[src/rtl/bus_arbiter_if.sv]
// Bus bundle between the requesters (master side) and bus_arbiter (slave side).
// Carries the request/grant handshake, the four requester lanes and the shared output bus.
interface bus_arbiter_if #(
    parameter int DW = 4
);
    logic              en;
    logic [3:0]        req;
    logic [3:0]        lock;
    logic [4*DW-1:0]   a;
    logic [3:0]        gnt;
    logic [DW-1:0]     b;
    logic              b_valid;
    logic [1:0]        b_src;

    modport master (
        output en, req, lock, a,
        input  gnt, b, b_valid, b_src
    );

    modport slave (
        input  en, req, lock, a,
        output gnt, b, b_valid, b_src
    );
endinterface

[src/rtl/bus_arbiter.sv]
// Four-requester round-robin bus arbiter with a two-stage registered data path.
// Define BUS_ARB_LOCK_EN to enable locked bursts of up to BURST_MAX grants to one requester.
module bus_arbiter #(
    parameter int DW        = 4,
    parameter int BURST_MAX = 4
) (
    input  logic          clk,
    input  logic          rst,
    bus_arbiter_if.slave  bus
);

    typedef enum logic {ARB, LOCKED} state_t;

    state_t        state;
    logic [1:0]    ptr;
    logic [1:0]    own;
    logic [3:0]    cnt;

    logic [DW-1:0] s1_data, s2_data;
    logic          s1_valid, s2_valid;
    logic [1:0]    s1_src, s2_src;

    logic [1:0]    win;
    logic          win_hit;
    logic [1:0]    cand;
    logic [3:0]    gnt_c;
    logic [1:0]    g_idx;
    logic          grant;

    // Round-robin search: scan from the farthest candidate back to ptr so the
    // nearest set bit at or after ptr is the last one written.
    always_comb begin
        // NOTE: every variable gets a default before any branch so no latch is inferred.
        win     = ptr;
        win_hit = 1'b0;
        cand    = ptr;
        for (int k = 3; k >= 0; k--) begin
            cand = ptr + 2'(k);
            if (bus.req[cand]) begin
                win     = cand;
                win_hit = 1'b1;
            end
        end
    end

    always_comb begin
        gnt_c = '0;
        g_idx = (state == LOCKED) ? own : win;
        if (!rst && bus.en) begin
            if (state == LOCKED) begin
                if (bus.req[own]) gnt_c[own] = 1'b1;
            end else if (win_hit) begin
                gnt_c[win] = 1'b1;
            end
        end
    end

    assign grant   = |gnt_c;
    assign bus.gnt = gnt_c;

    assign bus.b       = s2_data;
    assign bus.b_valid = s2_valid;
    assign bus.b_src   = s2_src;

`ifndef BUS_ARB_LOCK_EN
    assign own = '0;
    assign cnt = '0;
    localparam logic [3:0] unused_burst_max = 4'(BURST_MAX);
    logic unused_cfg;
    assign unused_cfg = ^{bus.lock, cnt};
`endif

    always_ff @(posedge clk) begin
        // NOTE: all registered state uses non-blocking assignment so stage S2 sees the old S1.
        if (rst) begin
            s1_data  <= '0;
            s1_valid <= 1'b0;
            s1_src   <= '0;
            s2_data  <= '0;
            s2_valid <= 1'b0;
            s2_src   <= '0;
            ptr      <= '0;
            state    <= ARB;
`ifdef BUS_ARB_LOCK_EN
            own      <= '0;
            cnt      <= '0;
`endif
        end else begin
            s2_data  <= s1_data;
            s2_valid <= s1_valid;
            s2_src   <= s1_src;

            if (grant) begin
                s1_data  <= bus.a[int'(g_idx)*DW +: DW];
                s1_valid <= 1'b1;
                s1_src   <= g_idx;
            end else begin
                s1_valid <= 1'b0;
            end

            if (!bus.en) begin
                state <= ARB;
`ifdef BUS_ARB_LOCK_EN
                cnt   <= '0;
`endif
            end else if (state == ARB) begin
                if (grant) begin
                    ptr <= win + 2'd1;
`ifdef BUS_ARB_LOCK_EN
                    if (bus.lock[win]) begin
                        state <= LOCKED;
                        own   <= win;
                        cnt   <= 4'd1;
                    end
`endif
                end
            end
`ifdef BUS_ARB_LOCK_EN
            else begin
                // Owner gone, lock released, or burst limit reached: hand the bus on.
                if (!bus.req[own] || !bus.lock[own] || (cnt + 4'd1 == 4'(BURST_MAX))) begin
                    state <= ARB;
                    ptr   <= own + 2'd1;
                    cnt   <= '0;
                end else begin
                    cnt   <= cnt + 4'd1;
                end
            end
`endif
        end
    end

endmodule

[src/flat_wrapper.sv]
// flat-port wrapper written by rule: the top's interface ports become plain ports
module bus_arbiter_flat 
#(
    parameter int DW        = 4,
    parameter int BURST_MAX = 4
)
  (clk, rst, bus_en, bus_req, bus_lock, bus_a, bus_gnt, bus_b, bus_b_valid, bus_b_src);
  bus_arbiter_if #(.DW(DW)) bus_i ();
  input  logic clk;
  input  logic rst;
  input wire logic [$bits(bus_i.en)-1:0] bus_en;
  input wire logic [$bits(bus_i.req)-1:0] bus_req;
  input wire logic [$bits(bus_i.lock)-1:0] bus_lock;
  input wire logic [$bits(bus_i.a)-1:0] bus_a;
  output wire logic [$bits(bus_i.gnt)-1:0] bus_gnt;
  output wire logic [$bits(bus_i.b)-1:0] bus_b;
  output wire logic [$bits(bus_i.b_valid)-1:0] bus_b_valid;
  output wire logic [$bits(bus_i.b_src)-1:0] bus_b_src;
  assign bus_i.en = bus_en;
  assign bus_i.req = bus_req;
  assign bus_i.lock = bus_lock;
  assign bus_i.a = bus_a;
  assign bus_gnt = bus_i.gnt;
  assign bus_b = bus_i.b;
  assign bus_b_valid = bus_i.b_valid;
  assign bus_b_src = bus_i.b_src;
  bus_arbiter #(.DW(DW), .BURST_MAX(BURST_MAX)) u_core (.clk(clk), .rst(rst), .bus(bus_i));
endmodule
[config.mk]
export PLATFORM = sky130hd
export DESIGN_NAME = bus_arbiter_flat
export DESIGN_NICKNAME = d
export VERILOG_FILES = /design/src/rtl/bus_arbiter_if.sv /design/src/rtl/bus_arbiter.sv /design/src/flat_wrapper.sv
export SDC_FILE = /design/constraint.sdc
export NUM_CORES = 1
export LEC_CHECK = 0
export ABC_AREA = 1
export CAP_MARGIN = 20
export CORE_MARGIN = 1.5
export CORE_UTILIZATION = 45
export DETAILED_ROUTE_END_ITERATION = 8
export GPL_TIMING_DRIVEN = 0
export PLACE_DENSITY = 0.82
export REMOVE_ABC_BUFFERS = 1
export SLEW_MARGIN = 20
export SYNTH_ARGS = -nofsm -noshare
export SYNTH_HDL_FRONTEND = slang
export SYNTH_SLANG_ARGS = --single-unit
[constraint.sdc]
create_clock -name clk -period 4.21 [get_ports clk]
set_clock_uncertainty 0.15 [all_clocks]
set_input_delay 0.842 -clock clk [delete_from_list [all_inputs] [get_ports clk]]
set_output_delay 0.842 -clock clk [all_outputs]
set_load 0.02 [all_outputs]
==> flow_metrics.py <==
metrics = {
    "timing": {
        "finalSetupTns_ns": 0,
        "setup_ws_ns": 0.188,
        "fin_crit_sh_pct": 95.5,
        "fmax_mhz": 249,
        "whs_ns": 0.271,
        "slew_headroom_pct": 69.1,
        "slew_violations": 0,
        "worst-slew-pin-transition_ns": 0.462,
        "rsz0062_at_grt": "false",
        "period_needed_ns": 4.02,
        "setup_viol": 0,
        "hold_violations": 0,
    },
    "clock_tree": {
        "cts.sinks": 16,
        "htree_num_levels": 1,
        "cts_hold_buf": 0,
        "insertion_delay_ns": 0.29,
        "cts_tree": "yes",
        "cts-root-buf": "clkbuf_4",
        "clk_pin_slew_worst_paths_ns": 0.09,
        "cts_buffers": 3,
        "clockBufferDepth": 2,
    },
    "power": {
        "vdd_ir_drop_max_uv": 170,
        "power_density_nw_per_um2": 357,
        "total_power_mw": 0.489,
        "p_leak_nw": 0.652,
    },
    "yosys": {
        "synthCells": 156,
        "ys_types": 21,
        "netlist_area_um2": 976,
        "synth_area_per_cell_um2": 6.26,
        "ys_seq_elements": 16,
        "ys.warnings.count": 0,
        "yosysSeqAreaShare_pct": 32.8,
    },
    "layout": {
        "final-instance-count-excl-fill": 219,
        "drive_gt1_share_pct": 13.0,
        "final_area_um2": 1370,
        "final_util_pct": 68.4,
        "syn2layout_area_growth_pct": 40.4,
        "nNetsFinal": 220,
        "n_antenna_cell": 0,
    },
    "grt": {
        "grt-ovfl-total": 0,
        "grt_pass1_vias": 968,
        "grt_max_degree": 18,
        "track_usage_pct": 18.7,
        "grt_pass1_wl_um": 3620,
        "grt_antenna_before_repair": 0,
    },
    "die": {
        "dieHeight_um": 49.6,
        "core_um2": 2000,
        "die_area_um2": 2460,
        "ioPinCount": 38,
        "start_util_pct": 48.8,
        "fp.dieW_um": 49.6,
        "row_count": 16,
    },
    "critical_path": {
        "worstPathArrival_ns": 3.03,
        "critical_path_class": "in2out",
        "worstSetupStartpointType": "input pin",
        "endpoint_kind": "output port",
        "cp_max_fo": 17,
        "critPathRequiredTime_ns": 3.22,
    },
    "route": {
        "wirelength_um": 2200,
        "vias": 1063,
        "drc": 0,
        "drt_first_pass_iters": 4,
        "ant_nets": 0,
        "viasPerCell": 4.85,
        "drtIter0Drc": 22,
        "routedWlPerCell_um": 10.0,
    },
    "outcome": {
        "status": "finished clean",
    },
    "job": {
        "cap_violations": 0,
    },
    "min_path": {
        "hold_class": "reg2reg",
    },
    "place": {
        "gp_congestion": 0.840,
        "place_inst": 211,
        "dpl_worst_slack_ns": -0.0446,
        "dpl_cell_area_um2": 1290,
        "dp_hpwl_um": 1640,
        "port_buffers": 33,
    },
}
[worst max-delay path, cell delays in order]
cell and delay [ns]:
clkdlybuf4s50_1 0.45, inv_1 0.05, o21ai_1 0.19, nand2_1 0.07, nand2_1 0.10, nand2_1 0.07
nand2_2 0.07, nand2_2 0.05, nand2_2 0.11, nand2_4 0.15, nor2_1 0.12, nand2_1 0.08
inv_1 0.06, clkdlybuf4s50_1 0.59
[synthesized netlist by cell type]
master	number	area, µm²
a21boi_0	1	7.51
a21oi_1	3	15.0
buf_4	2	15.0
buf_6	1	11.3
buf_8	1	15.0
clkbuf_1	1	3.75
dfxtp_1	16	320
inv_1	24	90.1
inv_2	2	7.51
inv_8	1	11.3
nand2_1	39	146
nand2_2	5	31.3
nand2_4	1	11.3
nand3_1	13	65.1
nand3_2	4	40.0
nand4_1	4	25.0
nor2_1	27	101
nor2_2	3	18.8
nor3_1	2	10.0
o21ai_0	5	25.0
o21ai_1	1	5.00
[layer usage]
metal / GRT usage [%] / part of all wire, % / vias up
met3: 2.12 / 6.6 / 3
met5: 0 / 0 / -
met1: 20.2 / 41 / 462
li1: - / - / 551
met2: 35.3 / 51 / 47
met4: 9.26 / 0.96 / 0
[power by group]
group          switching, mW  internal, mW  leakage (nW)  total [mW]
clock                 0.0487        0.0527        0.0210       0.101
combinational          0.124        0.0895         0.500       0.213
sequential            0.0101         0.164         0.131       0.174
total                  0.183         0.306         0.652       0.489
[area by class of cell]
class,count,area [µm²]
Tap cell,27,33.8
Sequential cell,16,320
Clock buffer,4,36.3
Multi-Input combinational cell,108,507
Inverter,27,113
Timing Repair Buffer,37,360
Fill cell,181,632
[placed cells by master, fill, tap and decap left out, drive strengths merged]
master,n
nor3,2
clkdlybuf4s50,33
nor2,30
nand2,45
a21boi,1
nand4,4
buf,4
dfxtp,16
nand3,17
a21oi,3
clkinvlp,1
clkbuf,4
inv,26
o21ai,6
[flip-flops by register name, summed over array words and instances, names as in the netlist]
signal	count
u_core.s1_valid	1
u_core.bus.b_src	2
u_core.bus.b_valid	1
u_core.s1_data	4
u_core.s1_src	2
u_core.bus.b	4
u_core.ptr	2
[final timing paths]
check                     from           endpoint  slack (ns)  cells after the start
max                 bus_req[3]         bus_gnt[2]        0.19                     14
max reg2reg      u_core.ptr[0]  u_core.s1_data[1]        2.06                     13
min reg2reg  u_core.s1_data[3]    u_core.bus.b[3]        0.27                      2
min          u_core.s1_data[3]    u_core.bus.b[3]        0.27                      2
[cell families after synthesis]
family | share of synthesized area (%)
AND/OR/NAND/NOR | 46.0
buffers and inverters | 15.8
AO/OA/AOI/OAI | 5.38
flip-flops | 32.8
[timing repair]
item	in CTS	in global routing
setup buffers	0	4
endpoints found under the setup margin	1	1
pin swaps	0	1
resized for setup	1	1
No activity file was read; power rests on OpenSTA's default activity.
